**src/rtl/bus_arb_mux_pkg.sv**
```systemverilog
// rtl/bus_arb_mux_pkg.sv - shared defaults and index-width helper for bus_arb_mux
package bus_arb_pkg;

   localparam int N_CH_DEF = 4;
   localparam int DW_DEF   = 8;

   // Width of a binary index able to name any bit of an n-bit one-hot vector.
   function automatic int idx_w(input int n);
      return (n > 1) ? $clog2(n) : 1;
   endfunction

endpackage

```
**src/rtl/bus_arb_mux_rr_arbiter.sv**
```systemverilog
// rtl/bus_arb_mux_rr_arbiter.sv - rotating-priority arbiter: requests + pointer -> one-hot grant and winner index
module rr_arbiter
   import bus_arb_pkg::*;
#(
   parameter int N_CH = N_CH_DEF,
   parameter int IW   = idx_w(N_CH)
) (
   input  logic [N_CH-1:0] req_i,
   input  logic [IW-1:0]   ptr_i,
   output logic [N_CH-1:0] gnt_o,
   output logic [IW-1:0]   idx_o
);

   logic [2*N_CH-1:0] req_dbl;
   logic [N_CH-1:0]   req_rot;
   logic              found;
   int                off;
   int                sum;

   // Rotate requests so ptr sits at bit 0, take the first set bit, then rotate the offset back.
   always_comb begin
      req_dbl = {req_i, req_i} >> ptr_i;
      req_rot = req_dbl[N_CH-1:0];
      found   = 1'b0;
      off     = 0;
      for (int k = 0; k < N_CH; k++) begin
         if (!found && req_rot[k]) begin
            found = 1'b1;
            off   = k;
         end
      end
      sum = int'(ptr_i) + off;
      if (sum >= N_CH) begin
         sum = sum - N_CH;
      end
      idx_o = IW'(sum);
   end

   // Decode the winner index into the one-hot grant; no request means no grant.
   always_comb begin
      gnt_o = '0;
      for (int i = 0; i < N_CH; i++) begin
         gnt_o[i] = found && (idx_o == IW'(i));
      end
   end

endmodule

```
**src/rtl/bus_arb_mux.sv**
```systemverilog
// rtl/bus_arb_mux.sv - N-channel arbitrated mux into a single registered output slot (round robin when BUS_ARB_MUX_RR_EN is defined, fixed priority otherwise)
module bus_arb_mux
   import bus_arb_pkg::*;
#(
   parameter int N_CH = N_CH_DEF,
   parameter int DW   = DW_DEF
) (
   input  logic                     clk,
   input  logic                     rst_n,
   input  logic [N_CH-1:0]          in_valid,
   input  logic [N_CH*DW-1:0]       in_data,
   output logic [N_CH-1:0]          in_ready,
   output logic                     out_valid,
   input  logic                     out_ready,
   output logic [DW-1:0]            out_data,
   output logic [$clog2(N_CH)-1:0]  out_ch
);

   localparam int IW = idx_w(N_CH);

   logic [N_CH-1:0] gnt;
   logic [IW-1:0]   win_idx;
   logic [IW-1:0]   arb_ptr;
   logic [DW-1:0]   sel_data;
   logic            slot_free;
   logic            xfer;

   logic            out_valid_q, out_valid_d;
   logic [DW-1:0]   out_data_q,  out_data_d;
   logic [IW-1:0]   out_ch_q,    out_ch_d;

`ifdef BUS_ARB_MUX_RR_EN
   logic [IW-1:0]   ptr_q, ptr_d;

   assign arb_ptr = ptr_q;

   // Next search start is the channel just above the last winner, wrapping to 0.
   always_comb begin
      ptr_d = ptr_q;
      if (xfer) begin
         ptr_d = (int'(win_idx) == N_CH - 1) ? '0 : win_idx + IW'(1);
      end
   end

   // Round-robin pointer register.
   always_ff @(posedge clk or negedge rst_n) begin
      if (!rst_n) begin
         ptr_q <= '0;
      end else begin
         ptr_q <= ptr_d;
      end
   end
`else
   assign arb_ptr = '0;
`endif

   rr_arbiter #(
      .N_CH (N_CH),
      .IW   (IW)
   ) u_arb (
      .req_i (in_valid),
      .ptr_i (arb_ptr),
      .gnt_o (gnt),
      .idx_o (win_idx)
   );

   // Slot accepts when empty or being drained this cycle; reset blocks every handshake.
   assign slot_free = !out_valid_q || out_ready;
   assign in_ready  = gnt & {N_CH{slot_free & rst_n}};
   assign xfer      = |in_ready;

   // AND-OR data mux gated by the one-hot grant.
   always_comb begin
      sel_data = '0;
      for (int i = 0; i < N_CH; i++) begin
         sel_data = sel_data | (in_data[i*DW +: DW] & {DW{gnt[i]}});
      end
   end

   // Output slot next state: load on transfer, clear on drain-only, otherwise hold.
   always_comb begin
      out_valid_d = out_valid_q;
      out_data_d  = out_data_q;
      out_ch_d    = out_ch_q;
      if (xfer) begin
         out_valid_d = 1'b1;
         out_data_d  = sel_data;
         out_ch_d    = win_idx;
      end else if (out_valid_q && out_ready) begin
         out_valid_d = 1'b0;
      end
   end

   // Output slot registers.
   always_ff @(posedge clk or negedge rst_n) begin
      if (!rst_n) begin
         out_valid_q <= 1'b0;
         out_data_q  <= '0;
         out_ch_q    <= '0;
      end else begin
         out_valid_q <= out_valid_d;
         out_data_q  <= out_data_d;
         out_ch_q    <= out_ch_d;
      end
   end

   assign out_valid = out_valid_q;
   assign out_data  = out_data_q;
   assign out_ch    = out_ch_q;

endmodule

```
**config.mk**
```make
export PLATFORM = sky130hd
export DESIGN_NAME = bus_arb_mux
export DESIGN_NICKNAME = d
export VERILOG_FILES = /design/src/rtl/bus_arb_mux_pkg.sv /design/src/rtl/bus_arb_mux_rr_arbiter.sv /design/src/rtl/bus_arb_mux.sv
export SDC_FILE = /design/constraint.sdc
export NUM_CORES = 1
export LEC_CHECK = 0
export BUFFER_PORTS_ARGS = -buffer_cell sky130_fd_sc_hd__buf_2
export CORE_UTILIZATION = 30
export DETAILED_ROUTE_END_ITERATION = 16
export PLACE_DENSITY_LB_ADDON = 0.3
export SLEW_MARGIN = 20
export SYNTH_ARGS = -nofsm -noshare
export SYNTH_HDL_FRONTEND = slang
export SYNTH_SLANG_ARGS = --single-unit
```
**constraint.sdc**
```tcl
create_clock -name clk -period 3.7 [get_ports clk]
set_clock_uncertainty 0.1 [all_clocks]
set_input_delay 0.74 -clock clk [delete_from_list [all_inputs] [get_ports clk]]
set_output_delay 0.74 -clock clk [all_outputs]
set_load 0.005 [all_outputs]
```
==> Yosys cells after proc, flatten, opt, wreduce, memory -nomap -nowiden <==
Cells that the tools add are included.
{ "totals": {"reg_bits": 11, "input_bits": 39} }
{ "classes": {"n_addsub": 1, "order_cmp": 1, "eq_ne": 3, "muxes": 10, "bitwise_logic": 9, "n_reduce_logical": 16} }
{ "op_table": {"columns": ["cell", "n"], "rows": [
  ["$and A8 B8 Y8", 4],
  ["$or A8 B8 Y8", 3],
  ["$logic_and A1 B1 Y1", 8],
  ["$mux W1", 7],
  ["$mux W2", 3],
  ["$and A4 B4 Y4", 1],
  ["$eq A2 B2 Y1 const B", 2],
  ["$logic_not A1 Y1", 4],
  ["$reduce_or A4 Y1", 1],
  ["$ge A2 B3 Y1 const B", 1],
  ["$eq A2 B1 Y1 const B", 1],
  ["$logic_not A2 Y1", 1],
  ["$reduce_bool A2 Y1", 1],
  ["$sub A2 B1 Y2 const B", 1],
  ["$and A1 B1 Y1", 1],
  ["$logic_or A1 B1 Y1", 1]
]} }

==> Longest topological paths before layout <==
Gate-level depths: netlist (run 1).
{ "logic_depth": {"depth_word": 18, "mapped_depth": 5, "mapped_depth_nobuf": 3} }

==> Cells and area by module <==
A second synthesis (run 1) with hierarchy kept.
{ "unflattened": {"hier_cells": 98, "hier_area_um2": 958.4} }
{ "by_module_without_submodules": {"columns": ["module", "instances", "cells_per_inst", "area_per_inst_um2", "seq_area_each_um2"], "rows": [
  ["bus_arb_mux", 1, 59, 686.9, 275.3],
  ["rr_arbiter", 1, 39, 271.5, 0.0]
]} }

==> Worst setup path after synthesis (run 1) <==
No wires, ideal clock.
{ "synth_timing": {"path_kind": "input to output", "start": "input port in_valid[1]", "end": "output port in_ready[3]", "t_arrival_ps": 1555, "required_time_ps": 2860, "slack_ps": 1305, "stages": 2, "n_path_buf": 0, "path_cell_list": "nor4b_2 -> and3_1"} }
{ "synth_between": {"elab_chain_cells": 13} }
{ "synth_rtl": {"columns": ["item", "line_no", "rtl"], "rows": [
  ["start: declaration", "bus_arb_mux.sv:10", "input logic [N_CH-1:0] in_valid,"],
  ["$logic_and A1 B1 Y1 *", "bus_arb_mux_rr_arbiter.sv:27", "if (!found && req_rot[k]) begin"],
  ["$mux W1", "bus_arb_mux_rr_arbiter.sv:27", null],
  ["$logic_not A1 Y1", "bus_arb_mux_rr_arbiter.sv:27", null],
  ["$logic_and A1 B1 Y1", "bus_arb_mux_rr_arbiter.sv:27", null],
  ["$mux W1", "bus_arb_mux_rr_arbiter.sv:27", null],
  ["$logic_not A1 Y1", "bus_arb_mux_rr_arbiter.sv:27", null],
  ["$logic_and A1 B1 Y1", "bus_arb_mux_rr_arbiter.sv:27", null],
  ["$mux W2", "bus_arb_mux_rr_arbiter.sv:27", null],
  ["$ge A2 B3 Y1 / $sub A2 B1 Y2 (equally long branches)", "bus_arb_mux_rr_arbiter.sv:33, bus_arb_mux_rr_arbiter.sv:34", null],
  ["$mux W2", "bus_arb_mux_rr_arbiter.sv:33", "if (sum >= N_CH) begin"],
  ["$eq A2 B2 Y1", "bus_arb_mux_rr_arbiter.sv:43", "gnt_o[i] = found && (idx_o == IW'(i));"],
  ["$logic_and A1 B1 Y1 *", "bus_arb_mux_rr_arbiter.sv:43", null],
  ["$and A4 B4 Y4 *", "bus_arb_mux.sv:69", "assign in_ready = gnt & {N_CH{slot_free & rst_n}};"],
  ["end: declaration", "bus_arb_mux.sv:12", "output logic [N_CH-1:0] in_ready,"]
]} }
Every way passes the cells marked *; elsewhere a longest branch is shown, timed or not.

==> Worst setup path in the final report (run 1) <==
Ends and elaborated chain as after synthesis.

==> flow_metrics.tcl, run 1 <==
set metrics [dict create \
    hold_buffers 0 \
    routed_via_density 5.539 \
    cp.arrival_ns 1.63 \
    cts_max_level 1 \
    worst_path_max_delay_cell "nor4b_2" \
    crit_start "in_valid[1]" \
    ctsLongestPathBuffers 2 \
    r2r_start "out_valid$_DFFE_PN0P_" \
    synth_cell_type_count 22 \
    die_h_microns 52.15 \
    worstSetupStartpointType "input port" \
    synth_top_cell_by_area "dfrtp_1" \
    clock.fmax_mhz 405.5 \
    crit_chain "buf_2 -> nor4b_2 -> and3_1 -> buf_2" \
    wire_per_inst_microns 14.32 \
    yosysMostFrequentCell "a31oi_1" \
    vias 914 \
    period_needed_ns 2.466 \
    grt_pass1_vias 799 \
    layout.nets 177 \
    reg2reg_slack_ns 2.33 \
    syn_to_final_growth_pct 37.65 \
    async_flop_share_pct 100.0 \
    cts_tree "built" \
    drive_gt1_share_pct 44.53 \
    critical_path_class "in2out" \
    synth_cells 86 \
    synth_nets 125 \
    die_w_microns 52.15 \
    gr-total-overflow 0 \
    ys_warn_count 0 \
    wl_microns 2363 \
    cts_setup_buffers 0 \
    outcome "complete, no violations" \
    critPathMaxStageDelay_ns 0.35 \
    r2r_end "out_data[3]$_DFFE_PN0P_" \
    maxSlewViolCount 0 \
    drc 0 \
    rows 17 \
    synthTopCellsByCount "a31oi_1 (16), dfrtp_1 (11), nand2_1 (11)" \
    max_cap_violations 0 \
    clk_pin_slew_ns 0.08 \
    dr.first_iter.drc_count 17 \
    synth_area_leaders "dfrtp_1 (36%), a31oi_1 (13%), o2bb2ai_1 (10%)" \
    worstPathMaxFanout 21 \
    grt_pass1_wl_microns 3553 \
    leakage_nw 0.4761 \
    hpwl_microns 1773 \
    tightestPinTransition_ns 0.3514 \
    postRouteAntennaNets 0 \
    syn_area_sq_um 754.5 \
    endpoint "in_ready[3]" \
    finalSetupTns_ns 0 \
    cts_made_buffers 3 \
    hp-class "in2async" \
    antenna_found_initial 0 \
    max_slew_margin_pct 76.57 \
    numPortBuffers 53 \
    diodes 0 \
    clkSinkCount 11 \
    cts-root-buf "clkbuf_4" \
    avgSynthCellArea_sq_um 8.773 \
    hold_violations 0 \
    grt_setup_unrepaired "no" \
    total_power_uw 343.7 \
    synth_top_area_share_pct 36.48 \
    synth_edf_count 0 \
    ios 54 \
    setup_violations 0 \
    die_area_sq_mm 0.002720 \
    critical_path_required_ns 2.86 \
    ys_ff_latch 11 \
    rr_worst_depth 3 \
    grt_max_degree 25 \
    ir_drop_v 0.0001522 \
    critPathMostFrequentCell "buf_2" \
    end_kind "output pin" \
    synth_ff_type "dfrtp_1" \
    seq_area_frac_synth_pct 36.48 \
    cts_resized 0 \
    clk-insertion-delay-late_ns 0.27 \
    powerDensity_mw_per_mm2 331.0 \
    first_pass_iters 4 \
    post-route-period-util_pct 66.64 \
    final_util_pct 45.21 \
    start_util_pct 32.84 \
    grt_usage_pct 17.82 \
    gp_congestion 0.8532 \
    fp.coreArea_sq_mm 0.002297 \
]
-- metrics by stage --
step                std cells  hold slack (ns)  area, sq um  setup WS, ns
floorplan                  86           0.3444        754.5         1.305
global placement          161           0.3761         1012         1.238
detailed placement        161           0.3950         1012         1.235
CTS                       165           0.3202         1039         1.238
global route              165           0.3431         1039         1.168
finish                    165           0.3131         1039         1.234
-- power by group --
group          switching (mW)  internal [mW]  leakage [nW]
clock network          0.0454         0.0417        0.0150
logic                  0.0527         0.0537         0.337
registers              0.0103          0.140         0.124
total                   0.108          0.235         0.476
-- area by class of cell --
class / count / area, sq um
Sequential cell: 11 / 275.3
Clock buffer: 4 / 26.28
Tap cell: 28 / 35.03
Timing Repair Buffer: 55 / 280.3
Inverter: 2 / 7.507
Fill cell: 255 / 1259
Multi-Input combinational cell: 65 / 414.1
-- layout by cell type, fill, tap and decap left out, drive strengths merged --
cell type / synthesis / final
a21oi: 9 / 9
o211ai: 1 / 1
nand2: 11 / 11
nand3: 1 / 1
and3: 2 / 2
or2b: 1 / 1
inv: 1 / 1
o2bb2ai: 9 / 9
a2bb2oi: 1 / 1
a31oi: 16 / 16
buf: 4 / 55
nor4b: 1 / 1
clkbuf: 4 / 4
or4: 1 / 1
clkinv: 1 / 1
nand3b: 8 / 8
dfrtp: 11 / 11
nor3b: 1 / 1
nor2: 3 / 3
-- registers in the layout, summed over array words and instances (netlist names) --
name and cells:
out_ch 2, out_valid 1, out_data 8
-- worst min-delay path by stage --
stage | to | slack [ns] | cells past startpoint
after floorplan | out_ch[0]$_DFFE_PN0P_ | 0.34 | 0
after global placement | out_ch[0]$_DFFE_PN0P_ | 0.38 | 1
after detailed placement | out_ch[0]$_DFFE_PN0P_ | 0.39 | 1
after CTS | out_data[2]$_DFFE_PN0P_ | 0.32 | 2
after global routing | out_data[2]$_DFFE_PN0P_ | 0.34 | 2
final | out_data[2]$_DFFE_PN0P_ | 0.31 | 2
-- critical path, delay by kind of cell --
family                 cells  cell delay (ns)
buffers and inverters      2             0.32
AND/OR/NAND/NOR            2             0.56
-- routing by layer --
metal,global-route usage (%),wire length [microns]
met1,21.63,978
met2,30.13,1184
met3,1.462,137
met4,10.96,61
met5,0,0
-- logic make-up after synthesis --
kind of cell	count (synthesis)	share of synthesized area, %
AO/OA/AOI/OAI	36	31.84
buffers and inverters	10	8.622
AND/OR/NAND/NOR	29	23.05
flip-flops	11	36.48
(Power assumes the default switching activity.)
==> run 2, diff against run 1 <==
--- a/config.mk
+++ b/config.mk
@@ -5,6 +5,7 @@
 export SDC_FILE = /design/constraint.sdc
 export NUM_CORES = 1
 export LEC_CHECK = 0
+export ABC_AREA = 1
 export BUFFER_PORTS_ARGS = -buffer_cell sky130_fd_sc_hd__buf_2
 export CORE_UTILIZATION = 30
 export DETAILED_ROUTE_END_ITERATION = 16
==> constraint.sdc (replaced) <==
create_clock -name clk -period 2.12 [get_ports clk]
set_clock_uncertainty 0.1 [all_clocks]
set_input_delay 0.424 -clock clk [delete_from_list [all_inputs] [get_ports clk]]
set_output_delay 0.424 -clock clk [all_outputs]
set_load 0.005 [all_outputs]
==> run 2 against run 1 <==
  * Worst setup slack worse by 1.0 ns
  * Sequential power grew 73%
  * Count of clock-buffer cells in the layout unchanged
  * Largest cell class unchanged
  * Combinational power grew 83%
  * Core utilization fell by 0.71 points
  * Wire length is 2.4% lower
  * Area after synthesis is 11% higher
  * First-iteration DRC count rose by 35%
  * Critical endpoint is now out_ch[1]$_DFFE_PN0P_
  * Via count is 8.8% higher
  * Critical path type is now in2reg
  * Sequential cell count did not move
==> flow_metrics.tcl, run 2 <==
set metrics [dict create \
    synth_ff_type "dfrtp_1" \
    clkPwrFrac_pct 23.7 \
    fillers 267 \
    grt_pass1_vias 889 \
    final_cell_mix "buf_2 (53), nand2_1 (44), nand3_1 (26), inv_1 (12), dfrtp_1 (11)" \
    rr_worst_depth 7 \
    crit_family "buffers and inverters" \
    async_flop_share_pct 100.0 \
    grt_pass1_wl_microns 3532 \
    critPathMostFrequentCell "nor2_1" \
    die_h_microns 54.75 \
    grt_usage_pct 16.70 \
    final_common_cell "buf_2" \
    postRouteAntennaNets 0 \
    cts-root-buf "clkbuf_4" \
    gr-total-overflow 0 \
    clk_pin_slew_ns 0.06 \
    synth_top_area_share_pct 32.98 \
    worstSetupStartpointType "input port" \
    switchingPower_uw 191.9 \
    hpwl_microns 1920 \
    worstPathMaxFanout 12 \
    gp_congestion 0.8982 \
    vias 994 \
    numPortBuffers 53 \
    critPathMaxStageDelay_ns 0.55 \
    period_needed_ns 1.909 \
    worstSetupPathDepth 9 \
    path_buf_inv 5 \
    setup_violations 0 \
    final_util_pct 44.49 \
    seq_area_frac_synth_pct 32.98 \
    max_cap_violations 0 \
    grt_max_degree 17 \
    cts_resized 0 \
    syn_to_final_growth_pct 35.68 \
    cts_made_buffers 3 \
    die_w_microns 54.75 \
    largest_reg_flops 8 \
    synth_cells 123 \
    power_frac_comb_pct 32.6 \
    rows 18 \
    yosysMostFrequentCell "nand2_1" \
    maxSlewViolCount 0 \
    p_int_uw 402.9 \
    antenna_found_initial 0 \
    outcome "complete, no violations" \
    dr.first_iter.drc_count 23 \
    ir_drop_v 0.0003927 \
    synth_nets 162 \
    synth_cell_type_count 18 \
    critical_path_class "in2reg" \
    cts_max_level 1 \
    end_kind "flop" \
    hold_violations 0 \
    critical_path_required_ns 2.17 \
    stdcell_count 207 \
    powerDensity_mw_per_mm2 525.3 \
    tightestPinTransition_ns 0.3733 \
    dp_cells 202 \
    first_pass_iters 4 \
    layout.nets 217 \
    reg2reg_slack_ns 0.78 \
    grt_setup_unrepaired "no" \
    synth_top_cell_by_area "dfrtp_1" \
    clkSinkCount 11 \
    avgSynthCellArea_sq_um 6.785 \
    ys_ff_latch 11 \
    syn_area_sq_um 834.6 \
    ys_warn_count 0 \
    routed_via_density 4.802 \
    cts_tree "built" \
    start_util_pct 32.79 \
    switching_share_pct 32.26 \
    hp-class "in2reg" \
    leakage_nw 0.6681 \
    fp.coreArea_sq_mm 0.002545 \
    max_slew_margin_pct 75.06 \
    synth_edf_count 0 \
    post-route-period-util_pct 90.05 \
    finalSetupTns_ns 0 \
    hold_buffers 1 \
    diodes 0 \
    worst_path_max_delay_cell "dlygate4sd3_1" \
    ios 54 \
    wire_per_inst_microns 11.14 \
    cts_setup_buffers 0 \
    crit_chain "buf_2 -> dlygate4sd3_1 -> buf_4 -> inv_1 -> nor2_1 -> nand2_1 -> inv_2 -> nor2_1 -> nor2_1" \
    hold-worst-slack_ns 0.2769 \
    synth_area_leaders "dfrtp_1 (33%), nand2_1 (20%), nand3_1 (16%)" \
    clk-insertion-delay-late_ns 0.26 \
    synthTopCellsByCount "nand2_1 (44), nand3_1 (26), inv_1 (12)" \
    whs_path_depth 2 \
    wl_microns 2307 \
    drc 0 \
    die_area_sq_mm 0.002997 \
    drive_gt1_share_pct 40.11 \
    cp.arrival_ns 1.96 \
    seq_power_share_pct 43.7 \
    ctsLongestPathBuffers 2 \
    clock.fmax_mhz 523.8 \
]
[run 2: through the flow]
stage	instance area, sq um	total power [mW]	setup slack [ns]
2_1_floorplan	834.6	0.3672	0.6392
3_3_place_gp	1096	0.4526	0.4623
3_5_place_dp	1096	0.4589	0.4305
4_1_cts	1132	0.6027	0.2134
5_1_grt	1132	0.6422	0.08524
6_report	1132	0.5948	0.2109
[run 2: layer usage]
layer,vias to the layer above,GRT usage (%),share of wire [%]
met5,-,0,0
met4,0,1.709,0
met3,0,6.667,8.6
met2,49,29.12,48
met1,449,19.57,43
li1,496,-,-
[run 2: power by group through the flow]
stage / logic [mW] / clock network (mW) / registers, mW
after CTS: 0.197 / 0.146 / 0.260
after floorplan: 0.0994 / 0 / 0.268
after global placement: 0.189 / 0 / 0.264
after global routing: 0.221 / 0.158 / 0.263
after detailed placement: 0.195 / 0 / 0.264
final: 0.194 / 0.141 / 0.260
[run 2: final cells by class]
type	count	area (sq um)	share of cell area, %
flip-flops and latches	11	275.3	24.31
multi-input cells	92	447.9	39.56
well taps	30	37.54	3.315
inverters	14	55.05	4.862
repair buffers	56	290.3	25.64
clock buffers	4	26.28	2.320
[run 2: worst paths after layout]
check / end / start
max: out_ch[1]$_DFFE_PN0P_ / rst_n
min: out_valid$_DFFE_PN0P_ / out_ready
max reg2reg: out_data[1]$_DFFE_PN0P_ / out_valid$_DFFE_PN0P_
min reg2reg: out_data[5]$_DFFE_PN0P_ / out_data[5]$_DFFE_PN0P_
max in group asynchronous: out_data[6]$_DFFE_PN0P_ / rst_n
min in group asynchronous: out_data[2]$_DFFE_PN0P_ / rst_n
[run 2: cells by family after synthesis]
kind of cell           count (synthesis)  share of synthesized area, %
and+or+nand+nor                       89                         51.88
DFF                                   11                         32.98
AOI/OAI and AO/OA                      3                         1.797
buffers and inverters                 20                         13.34
